### config.mk
export PLATFORM = sky130hd
export DESIGN_NAME = pit_program_sequencer
export DESIGN_NICKNAME = d
export VERILOG_FILES = /design/src/rtl/pit_program_sequencer.sv
export SDC_FILE = /design/constraint.sdc
export NUM_CORES = 1
export LEC_CHECK = 0
export CORE_ASPECT_RATIO = 1.2
export CORE_MARGIN = 1
export CORE_UTILIZATION = 50
export DETAILED_ROUTE_END_ITERATION = 7
export HOLD_SLACK_MARGIN = 0.02
export PLACE_DENSITY = 0.87
export SLEW_MARGIN = 20
export SYNTH_ARGS = -nofsm -noshare
export SYNTH_HDL_FRONTEND = slang
export SYNTH_SLANG_ARGS = --single-unit
### constraint.sdc
create_clock -name clk -period 1.7 [get_ports clk]
set_input_delay 0.17 -clock clk [delete_from_list [all_inputs] [get_ports clk]]
set_output_delay 0.17 -clock clk [all_outputs]
set_load 0.02 [all_outputs]
### src/rtl/pit_program_sequencer.sv
// Purpose     : turns one program / latch-read command into the control-word, LSB and MSB accesses on the Timer bus.
// Latency     : 3 cycles per access with a single-cycle ack (2 ISSUE + 1 GAP); done 10 cycles after the accepted start.
// Backpressure: start is dropped while busy or before init_done; each access waits for data_m_ack up to ACK_TIMEOUT cycles.
//
// Ports:
//   clk, reset                  clock and synchronous active-high reset
//   start, cmd_*                command strobe and operands (registered on acceptance)
//   busy, done, error           status; done/error are one-cycle pulses
//   read_count                  {MSB,LSB} from the last successful latch-read
//   init_done                   high once the boot programming finished or was skipped
//   cs, data_m_*                bus-master port to the Timer (byte lane [7:0], bytesel 2'b01)
module pit_program_sequencer #(
  parameter bit          INIT_ON_RESET  = 1'b1,
  parameter logic [15:0] INIT_CH0_COUNT = 16'h0000,
  parameter logic [15:0] INIT_CH2_COUNT = 16'h04A9,
  parameter int          ACK_TIMEOUT    = 255
) (
  input  logic        clk,
  input  logic        reset,
  input  logic        start,
  input  logic        cmd_op,
  input  logic [1:0]  cmd_channel,
  input  logic [2:0]  cmd_mode,
  input  logic [15:0] cmd_count,
  output logic        busy,
  output logic        done,
  output logic        error,
  output logic [15:0] read_count,
  output logic        init_done,
  output logic        cs,
  output logic [1:0]  data_m_addr,
  output logic [15:0] data_m_data_out,
  input  logic [15:0] data_m_data_in,
  output logic [1:0]  data_m_bytesel,
  output logic        data_m_wr_en,
  output logic        data_m_access,
  input  logic        data_m_ack
);

  typedef enum logic [2:0] {S_IDLE, S_BOOT, S_ISSUE, S_GAP, S_FINISH} state_t;

  // Last ISSUE cycle count value before an access is abandoned.
  localparam logic [15:0] TMO_LAST = 16'(ACK_TIMEOUT - 1);

  state_t      state, state_nxt;
  logic        op_q;
  logic [1:0]  ch_q;
  logic [2:0]  mode_q;
  logic [15:0] count_q;
  logic [1:0]  step_q;
  logic [15:0] tmo_q;
  logic [7:0]  lsb_q;
  logic        in_boot_q;
  logic        boot_phase_q;
  logic        err_q;
  logic        init_done_q;
  logic [15:0] read_count_q;

  logic cmd_illegal;
  logic tmo_hit;
  logic last_step;
  logic last_seq;
  logic unused_data_hi;

  // Only the low byte lane carries Timer data.
  assign unused_data_hi = ^data_m_data_in[15:8];

  // Mode is only meaningful for program commands.
  assign cmd_illegal = (cmd_channel == 2'd3) || (!cmd_op && (cmd_mode > 3'd5));
  assign tmo_hit     = (tmo_q == TMO_LAST);
  assign last_step   = (step_q == 2'd2);
  // The ch0 half of boot is not the last sequence; busy must stay up through its FINISH.
  assign last_seq    = !in_boot_q || boot_phase_q;

  // State register
  always_ff @(posedge clk) begin
    if (reset) begin
      state <= S_IDLE;
    end else begin
      state <= state_nxt;
    end
  end

  // Next-state logic
  always_comb begin
    state_nxt = state;
    case (state)
      S_IDLE: begin
        if (!init_done_q) begin
          if (INIT_ON_RESET) state_nxt = S_BOOT;
        end else if (start && !cmd_illegal) begin
          state_nxt = S_ISSUE;
        end
      end
      S_BOOT:  state_nxt = S_ISSUE;
      S_ISSUE: begin
        if (data_m_ack)   state_nxt = S_GAP;
        else if (tmo_hit) state_nxt = S_IDLE;
      end
      S_GAP:    state_nxt = last_step ? S_FINISH : S_ISSUE;
      S_FINISH: state_nxt = last_seq ? S_IDLE : S_BOOT;
      default:  state_nxt = S_IDLE;
    endcase
  end

  // Output logic
  always_comb begin
    cs              = 1'b0;
    data_m_access   = 1'b0;
    data_m_wr_en    = 1'b0;
    data_m_addr     = 2'd0;
    data_m_data_out = 16'h0000;
    data_m_bytesel  = 2'b00;
    if (state == S_ISSUE) begin
      cs             = 1'b1;
      data_m_access  = 1'b1;
      data_m_bytesel = 2'b01;
      case (step_q)
        2'd0: begin
          data_m_addr     = 2'd3;
          data_m_wr_en    = 1'b1;
          data_m_data_out = op_q ? {8'h00, ch_q, 6'b000000}
                                 : {8'h00, ch_q, 2'b11, mode_q, 1'b0};
        end
        2'd1: begin
          data_m_addr     = ch_q;
          data_m_wr_en    = !op_q;
          data_m_data_out = op_q ? 16'h0000 : {8'h00, count_q[7:0]};
        end
        2'd2: begin
          data_m_addr     = ch_q;
          data_m_wr_en    = !op_q;
          data_m_data_out = op_q ? 16'h0000 : {8'h00, count_q[15:8]};
        end
        default: begin
          data_m_addr = 2'd0;
        end
      endcase
    end
    busy       = (state != S_IDLE) && !((state == S_FINISH) && last_seq);
    done       = (state == S_FINISH) && !in_boot_q;
    error      = err_q;
    init_done  = init_done_q;
    read_count = read_count_q;
  end

  // Command, step, timeout and result registers
  always_ff @(posedge clk) begin
    if (reset) begin
      op_q         <= 1'b0;
      ch_q         <= 2'd0;
      mode_q       <= 3'd0;
      count_q      <= 16'h0000;
      step_q       <= 2'd0;
      tmo_q        <= 16'h0000;
      lsb_q        <= 8'h00;
      in_boot_q    <= 1'b0;
      boot_phase_q <= 1'b0;
      err_q        <= 1'b0;
      init_done_q  <= 1'b0;
      read_count_q <= 16'h0000;
    end else begin
      err_q <= 1'b0;
      case (state)
        S_IDLE: begin
          if (!init_done_q) begin
            if (INIT_ON_RESET) begin
              in_boot_q    <= 1'b1;
              boot_phase_q <= 1'b0;
            end else begin
              init_done_q <= 1'b1;
            end
          end else if (start) begin
            if (cmd_illegal) begin
              err_q <= 1'b1;
            end else begin
              op_q    <= cmd_op;
              ch_q    <= cmd_channel;
              mode_q  <= cmd_mode;
              count_q <= cmd_count;
              step_q  <= 2'd0;
              tmo_q   <= 16'h0000;
            end
          end
        end
        S_BOOT: begin
          op_q    <= 1'b0;
          ch_q    <= boot_phase_q ? 2'd2 : 2'd0;
          mode_q  <= 3'd3;
          count_q <= boot_phase_q ? INIT_CH2_COUNT : INIT_CH0_COUNT;
          step_q  <= 2'd0;
          tmo_q   <= 16'h0000;
        end
        S_ISSUE: begin
          if (data_m_ack) begin
            tmo_q <= 16'h0000;
            // Steps 1 and 2 of a latch-read are the LSB and MSB reads.
            if (op_q && (step_q == 2'd1)) lsb_q <= data_m_data_in[7:0];
            if (op_q && (step_q == 2'd2)) read_count_q <= {data_m_data_in[7:0], lsb_q};
          end else if (tmo_hit) begin
            tmo_q <= 16'h0000;
            err_q <= 1'b1;
            // A stuck Timer must not block commands forever: boot counts as finished.
            if (in_boot_q) begin
              in_boot_q   <= 1'b0;
              init_done_q <= 1'b1;
            end
          end else begin
            tmo_q <= tmo_q + 16'd1;
          end
        end
        S_GAP: begin
          if (!last_step) step_q <= step_q + 2'd1;
        end
        S_FINISH: begin
          if (in_boot_q) begin
            if (!boot_phase_q) begin
              boot_phase_q <= 1'b1;
            end else begin
              in_boot_q   <= 1'b0;
              init_done_q <= 1'b1;
            end
          end
        end
        default: begin
          step_q <= 2'd0;
        end
      endcase
    end
  end

endmodule

# Word-level counts from Yosys, hierarchy flattened
# Index checks and enable logic that the tools add are counted.
dict set report word_totals {
  reg_bits 71
  in_bits 42
}
dict set report classes {
  order_cmp 1
  bitwise_logic 1
  n_reduce_logical 32
  n_eq_ne 20
  n_mux 68
  n_addsub 2
}
# op count
set op_table {}
lappend op_table {{2-to-1 mux 16 bit} 8}
lappend op_table {{case mux 16 bit (3 select lines)} 1}
lappend op_table {{case mux 16 bit (2 select lines)} 1}
lappend op_table {{2-to-1 mux 1 bit} 24}
lappend op_table {{2-to-1 mux 3 bit} 8}
lappend op_table {{2-to-1 mux 8 bit} 3}
lappend op_table {{case mux 8 bit (3 select lines)} 1}
lappend op_table {{inequality test 2 bit, second input constant} 10}
lappend op_table {{2-to-1 mux 2 bit} 9}
lappend op_table {{adder 16 x 1 -> 16 bit, second input constant} 1}
lappend op_table {{equality test 16 x 8 -> 1 bit, second input constant} 1}
lappend op_table {{case mux 3 bit (5 select lines)} 1}
lappend op_table {{AND reduction 4 bit} 3}
lappend op_table {{2-to-1 mux 11 bit} 1}
lappend op_table {{AND reduction 3 bit} 3}
lappend op_table {{nonzero test 3 bit} 3}
lappend op_table {{case mux 1 bit (2 select lines)} 4}
lappend op_table {{case mux 2 bit (2 select lines)} 2}
lappend op_table {{logical AND 1 bit} 7}
lappend op_table {{equality test 3 x 2 -> 1 bit, second input constant} 2}
lappend op_table {{2-to-1 mux 6 bit} 1}
lappend op_table {{inequality test 3 bit, second input constant} 2}
lappend op_table {{case mux 1 bit (3 select lines)} 2}
lappend op_table {{case mux 2 bit (3 select lines)} 1}
lappend op_table {{17 further kinds} 25}

# Depth between registers and ports, before layout
# Gate-level depths: netlist of the first run.
dict set report depth {
  word_depth 8
  depth_mapped 8
  mapped_depth_nobuf 6
}

# Worst setup path before layout of the first run
# No wires, ideal clock.
dict set report synth_timing {
  path_type {reg-to-output}
  start {reg state[0]}
  end {out data_m_data_out[0]}
  path_stages_with_launch 8
  required_time_ps 1530
  t_arrival_ps 1623
  n_path_buf 1
  path_slack_ps -93
  path_cell_list {dfxtp_1 -> buf_6 -> nor2_1 -> nand2_1 -> inv_1 -> nand2b_1 -> nand2b_1 -> nor2_1}
}
dict set report synth_via {
  elab_chain_len 2
}
# element line
set synth_lines {}
lappend synth_lines {{start: declaration} 45} ;# state_t state, state_nxt;
lappend synth_lines {{start signal: assignment} 80} ;# state <= state_nxt;
lappend synth_lines {{equality test 3 x 2 -> 1 bit} 114} ;# if (state == S_ISSUE) begin
lappend synth_lines {{2-to-1 mux 8 bit} 114}
lappend synth_lines {{end: declaration} 32} ;# output logic [15:0] data_m_data_out,
# No other way between the ends.

# Final worst setup path of the first run
dict set report layout_timing {
  start {reg step_q[1]}
  end {out data_m_data_out[7]}
}
dict set report layout_via {
  elab_chain_len 3
}
# element line
set layout_lines {}
lappend layout_lines {{start: declaration} 50} ;# logic [1:0] step_q;
lappend layout_lines {{start signal: assignment} 213} ;# if (!last_step) step_q <= step_q + 2'd1;
lappend layout_lines {{equality test 2 bit (tied with other cells)} 118} ;# case (step_q)
lappend layout_lines {{case mux 8 bit (3 select lines) (*)} 118}
lappend layout_lines {{2-to-1 mux 8 bit (*)} 114}
# Mark *: on every way between the ends. The rest lies on a longest branch, timed or not.

==> metrics.cfg, run 1 <==
[final_layout]
nets = 581
fillers = 493
fin_util_pct = 71.9
diodes = 0
syn_to_final_growth_pct = 40.1
drive_above_1_share_pct = 29.0
final_cell_area_um2 = 5200

[global_routing]
grt_remaining_overflow = 0
grt_start_max_net_pins = 31
grt_pass1_wl_um = 17700
antenna_found_initial = 0
grt_usage_pct = 30.1
grt_pass1_vias = 3611

[sta]
setup_viol = 18
hold_violations = 0
fin_worst_skew_ps = 11.3
hold_ws_ps = 198
post-route-period-util_pct = 119
final.setup.tns_ps = -2340
setup_ws_ps = -322
drv_slew = 0
maxSlewHeadroom_pct = 62.8
max_freq_mhz = 494
min_period_ps = 2020
rsz0062_at_grt = yes
worst_slew_pin_slew_ps = 558

[floorplan]
initial_core_util_pct = 51.3
die_width_um = 80.6
io_pins = 85
dieArea_um2 = 7770
fp.coreArea_um2 = 7230
rows = 34
die_y_um = 96.4

[flow_run]
maxCapViolCount = 0

[logic_synthesis]
synth_edf_count = 0
avgSynthCellArea_um2 = 8.73
synthTopCellsByCount = 71 x dfxtp_1, 52 x nor2_1, 40 x a21oi_1, 24 x mux2i_1, 22 x o21ai_0
yosys.area_share.adder_pct = 2.02
synth_top_area_share_pct = 38.3
synth-seq-area-share_pct = 38.3
synth_compound_area_share_pct = 21.3
syn-instance-count = 425
synth_most_common_cell = dfxtp_1
synth_cell_type_count = 65
syn-cell-area_um2 = 3710
synthSimpleGateAreaFrac_pct = 23.8
synth_top_family_by_area = simple AND/OR/NAND/NOR gates
async_reset_ff_share_pct = 0
ys_ff_latch = 71
synth-xor-area-share_pct = 0
ys.warnings.count = 0
synthMuxAreaShare_pct = 6.48
yosys.area.top_type = dfxtp_1
yosys_most_used_dff = dfxtp_1
synthTopCellsByArea = dfxtp_1 38%, mux2i_1 6.5%, a21oi_1 5.4%

[detailed_routing]
drt_iter0_markers = 490
drc = 5
vias_per_cell = 6.39
avgRoutedWirePerCell_um = 20.2
postRouteAntennaNets = 0
dr.pass1.iters = 8
wirelength_um = 12700
num_vias = 4013

[worst_setup_path]
critPathMaxFanout = 8
crit_path_start_kind = flip-flop
critPathBufInv = 3
endpoint_kind = primary output
required_ps = 1530
cp-startpoint = step_q[1]$_SDFFE_PP0P_
slowest_stage = dfxtp_4
crit_top_cell = buf_4
timing_worst_setup_path_type = reg -> out
critPathArrivalTime_ps = 1850
crit_path_cell_trace = buf_4, ha_4, buf_4, a22oi_2, nor2_2, a21oi_1, nor2_1, buf_2
crit-reg2reg-launch = state[0]$_SDFFE_PP0P_
cp_slowest_stage_delay_ps = 370
crit_family = buffers and inverters

[placed_design]
io_buffers = 67
place_area_um2 = 4700
hpwl_um = 7100
routabilityCongestion = 0.860

[worst_hold_path]
hp-start = reset
min_path_type = in -> reg

[clock_tree]
cts_tree = done
clockBufferDepth = 2
cts_root_buf = clkbuf_8
htreeDepth = 3
cts_buffers = 9
clk_pin_slew_ps = 90
clkSinkCount = 71
clk-insertion-delay-late_ps = 370

[power]
power.density_nw_per_um2 = 793
vdd_drop_max_uv = 467
power_w = 0.00412
leakage_nw = 2.13

[outcome]
violations = design-rule violations, negative setup slack
status = finished, violations left

[cells by family after synthesis]
logic type | Yosys count
AO/OA/AOI/OAI | 116
adder cells (fa/ha/maj) | 6
buffers and inverters | 54
flip-flops | 71
multiplexers | 24
other | 1
AND/OR/NAND/NOR | 153
[stage by stage]
stage | cells | worst slack, ps
2_1_floorplan | 433 | 31.8
3_3_place_gp | 600 | -342
3_5_place_dp | 600 | -483
4_1_cts | 624 | -184
5_1_grt | 628 | -553
6_report | 628 | -322
[cells in the final DEF (no fill, tap or decap), types with 4 or more instances in the layout]
cell type	netlist	final
dfxtp_1	71	65
buf_4	15	61
clkdlybuf4s50_1	0	49
nor2_1	52	41
a21oi_1	40	36
mux2i_1	24	24
o21ai_0	22	21
nand4_1	20	20
nand3_1	14	14
buf_6	4	12
nand2_1	14	11
a211oi_1	11	9
conb_1	1	9
clkbuf_8	0	9
nor2_2	0	6
nor2_4	0	5
inv_1	9	5
nor3_1	5	5
nor2b_1	5	5
o211ai_1	5	5
inv_6	0	5
a21oi_2	0	4
and3_1	4	4
nand2b_1	6	4
a31oi_1	4	4
dfxtp_2	0	4
clkbuf_2	0	4
[flip-flops by register name, summed over array words and instances (netlist names)]
name,cells
mode_q,3
init_done,1
state,3
count_q,16
tmo_q,16
ch_q,2
step_q,2
in_boot_q,1
read_count,16
op_q,1
error,1
lsb_q,8
boot_phase_q,1
[metal layers]
metal	wire length, um	up-vias	share of wire [%]	global-route usage, %
met5	0	-	0	0
met4	633	0	5.0	16.5
met3	1060	68	8.3	9.57
met1	4500	1891	35	34.0
met2	6520	275	51	50.1
li1	-	1779	-	-
[final timing paths]
path                            depth (start not counted)  slack, ps                       end
worst max-delay path                                    8       -320        data_m_data_out[7]
worst min-delay path                                    2        200     tmo_q[0]$_SDFFE_PP0P_
worst max register to register                          5       -180    tmo_q[13]$_SDFFE_PP0P_
worst min register to register                          2        490  count_q[12]$_SDFFE_PP0P_
[where the power goes]
part	switching [W]	internal, W
clock	0.000771	0.000558
sequential	0.0000671	0.00173
combinational	0.000576	0.000422
total	0.00141	0.00271
[final cells by class]
class / count / area, um^2 / share of cell area [%]
multi-input combinational: 308 / 2220 / 42.8
timing repair buffer: 134 / 1200 / 23.1
clock buffer: 9 / 124 / 2.38
clock inverter: 7 / 60.1 / 1.16
inverter: 9 / 38.8 / 0.746
tap: 90 / 113 / 2.17
sequential: 71 / 1430 / 27.6
[timing repair]
| action | 4_1_cts | 5_1_grt |
|---|---|---|
| pin swaps | 8 | 8 |
| hold buffers | 0 | 0 |
| endpoints found under the setup margin | 47 | 41 |
| setup buffers | 8 | 5 |
| resized for setup | 89 | 50 |
No activity file was read; power rests on OpenSTA's default activity.
==> run 2: changes to the inputs <==
- ABC_AREA: not set -> 1
==> run 2 against run 1 <==
Compared with the run above:
- routed wire length is 20% lower
- sequential cell count stayed put
- cell count is 21% higher
- worst setup slack better by 200 ps
- sequential power is 23% higher
- sequential share of layout area is 0.55 points higher
- register-to-register slack better by 90 ps
- clock skew is 5.1 ps higher
- the run ends with negative setup slack left
- combinational power grew to 3.0 times the previous value
- first-iteration DRC count is 43% lower
==> metrics.cfg, run 2 <==
[clock_tree]
clockBufferDepth = 2  ; unchanged
htreeDepth = 3  ; unchanged
cts_buffers = 9  ; unchanged
cts_root_buf = clkbuf_8
clk_pin_slew_ps = 90  ; about the same
clk-insertion-delay-late_ps = 360  ; about the same
cts_tree = done
clkSinkCount = 71  ; unchanged

[detailed_routing]
num_vias = 4082  ; +1.7%
avgRoutedWirePerCell_um = 13.4  ; -34%
drt_iter0_markers = 277  ; -43%
wl_met2_um = 5240  ; -20%
wl_met3_um = 595  ; -44%
highest-signal-layer = met4
drc = 0  ; -5
wirelength_um = 10200  ; -20%
vias_per_cell = 5.36  ; -16%
wl_met1_um = 3980  ; -11%
dr.pass1.iters = 5  ; -3
postRouteAntennaNets = 0  ; unchanged

[placed_design]
pre_cts_ws_ps = -314  ; +169 ps
place_inst = 738  ; +23%
routabilityCongestion = 0.911  ; +6.0%
io_buffers = 67  ; unchanged
hpwl_um = 6870  ; -3.2%

[sta]
setup_ws_ps = -122  ; +200 ps
final.setup.tns_ps = -866  ; +1470 ps
rsz0062_at_grt = yes
hold_ws_ps = 439  ; +241 ps
min_period_ps = 1820  ; -200 ps
setup_viol = 11  ; -7
drv_slew = 0  ; unchanged
post-route-period-util_pct = 107  ; -12 points
fin_worst_skew_ps = 16.4  ; +5.12 ps
hold_violations = 0  ; unchanged
max_freq_mhz = 549  ; +11%

[logic_synthesis]
syn-instance-count = 563  ; +32%
synth_top_area_share_pct = 38.2  ; -0.13 points
ys.warnings.count = 0  ; unchanged
synth_cell_type_count = 34  ; -48%
async_reset_ff_share_pct = 0  ; unchanged
synth-seq-area-share_pct = 38.2  ; -0.13 points
yosys.area.top_type = dfxtp_1
syn-cell-area_um2 = 3720  ; +0.34%
synth_edf_count = 0  ; unchanged
yosys_most_used_dff = dfxtp_1
avgSynthCellArea_um2 = 6.61  ; -24%
synthTopCellsByArea = dfxtp_1 38%, nand2_1 13%, nor2_1 13%
ys_ff_latch = 71  ; unchanged
synthTopCellsByCount = 129 x nand2_1, 124 x nor2_1, 71 x dfxtp_1, 44 x inv_1, 33 x o21ai_0
synth_most_common_cell = nand2_1

[final_layout]
final_cells = 761  ; +21%
nets = 714  ; +23%
seqCellArea_um2 = 1430  ; -0.35%
drive_above_1_share_pct = 21.6  ; -7.4 points
syn_to_final_growth_pct = 36.4
diodes = 0  ; unchanged
layout_common_cells = 125 x nand2_1, 124 x nor2_1, 67 x dfxtp_1
layout_commonest_cell = nand2_1
fillers = 558  ; +13%
multiInputGateArea_um2 = 2090  ; -6.0%

[power]
power_w = 0.00661  ; +60%
vdd_drop_max_uv = 794  ; +70%
leakage_nw = 2.18  ; +2.4%
power.density_nw_per_um2 = 1300  ; +64%

[flow_run]
maxCapViolCount = 0  ; unchanged

[outcome]
status = finished, violations left
violations = negative setup slack

[global_routing]
grt_usage_pct = 26.3  ; -3.8 points
antenna_found_initial = 0  ; unchanged
grt_pass1_wl_um = 15800  ; -10%
grt_remaining_overflow = 0  ; unchanged
grt_pass1_vias = 3767  ; +4.3%
grt_start_max_net_pins = 33  ; +6.5%

[worst_setup_path]
required_ps = 1530  ; about the same
critPathArrivalTime_ps = 1650  ; -200 ps
critPathMaxFanout = 5  ; -3
endpoint_kind = primary output
crit_path_start_kind = flip-flop
timing_worst_setup_path_type = reg -> out

[worst_hold_path]
min_path_type = in -> reg

[floorplan]
fp.coreArea_um2 = 7230  ; unchanged
dieArea_um2 = 7800  ; +0.33%
io_pins = 85  ; unchanged
initial_core_util_pct = 51.5  ; +0.17 points
rows = 34  ; unchanged
die_y_um = 96.5  ; +0.16%
die_width_um = 80.8  ; +0.17%

==> run 2: changes by cell type after synthesis, moves of 7 or more <==
cell	before	now
nand2_2	0	8
o21ai_0	22	33
o21ai_1	0	11
nor2_1	52	124
nand4_1	20	13
a21oi_1	40	23
nand2_1	14	129
nand3_1	14	23
nor2_2	0	12
a211oi_1	11	0
clkbuf_1	19	10
inv_1	9	44
mux2i_1	24	0
==> run 2: cell type report <==
cell class | count | area share (%)
tap | 90 | 2.22
sequential | 71 | 28.1
clock inverter | 6 | 1.33
timing repair buffer | 115 | 20.5
inverter | 50 | 3.89
multi-input combinational | 419 | 41.2
clock buffer | 10 | 2.71
==> run 2: where the power goes <==
part	total (W)	leakage (nW)	switching (W)	internal [W]
clock	0.00141	0.0989	0.000690	0.000723
sequential	0.00221	0.579	0.000235	0.00197
combinational	0.00299	1.50	0.00177	0.00122
==> run 2: routing by layer <==
metal | track usage, % | vias to the layer above
li1 | - | 1968
met1 | 29.1 | 1898
met2 | 47.6 | 178
met3 | 4.69 | 38
met4 | 14.1 | 0
met5 | 0 | -
==> run 2: logic make-up (layout without fill, tap and decap cells) <==
logic type                 after synthesis  in the layout  synth area share [%]
adders and majority gates                6              6                  2.02
DFF                                     71             71                  38.2
xor gates and xnor gates                 2              2                 0.471
and+or+nand+nor                        324            325                  37.4
buffers and inverters                   82            181                  10.8
AOI/OAI and AO/OA                       77             77                  11.0
other                                    1              9                 0.101
==> run 2: stage by stage <==
step                cell area, um^2  utilization (%)
floorplan                      3750                -
detailed placement             4650             64.3
global placement               4650             64.3
CTS                            4900             67.7
finish                         5080             70.2
global route                   5080             70.2
==> run 2: critical path, stage by stage, from the launching register on <==
cell,delay (ps)
dfxtp_2,360
ha_4,170
nor2_4,120
inv_2,60
or2_4,270
a31oi_1,150
buf_4,160
==> run 2: worst paths after layout <==
| path | end | start | slack (ps) | depth (start not counted) |
|---|---|---|---|---|
| worst max-delay path | data_m_data_out[2] | step_q[1]$_SDFFE_PP0P_ | -120 | 6 |
| worst min-delay path | count_q[2]$_SDFFE_PP0P_ | cmd_count[2] | 440 | 5 |
| worst max register to register | step_q[1]$_SDFFE_PP0P_ | step_q[0]$_SDFFE_PP0P_ | -90 | 8 |
| worst min register to register | read_count[4]$_SDFFE_PP0P_ | read_count[4]$_SDFFE_PP0P_ | 490 | 2 |
==> run 2: what timing repair did <==
action,in CTS,in global routing
resized for setup,79,52
pin swaps,1,5
hold buffers,0,0
endpoints found under the setup margin,25,65
gates cloned,1,1
setup buffers,2,3
==> run 3: changes to the inputs <==
- CAP_MARGIN: not set -> 20
==> results of run 3 <==
Final layout, timing and power as in run 2 (identical DEF).
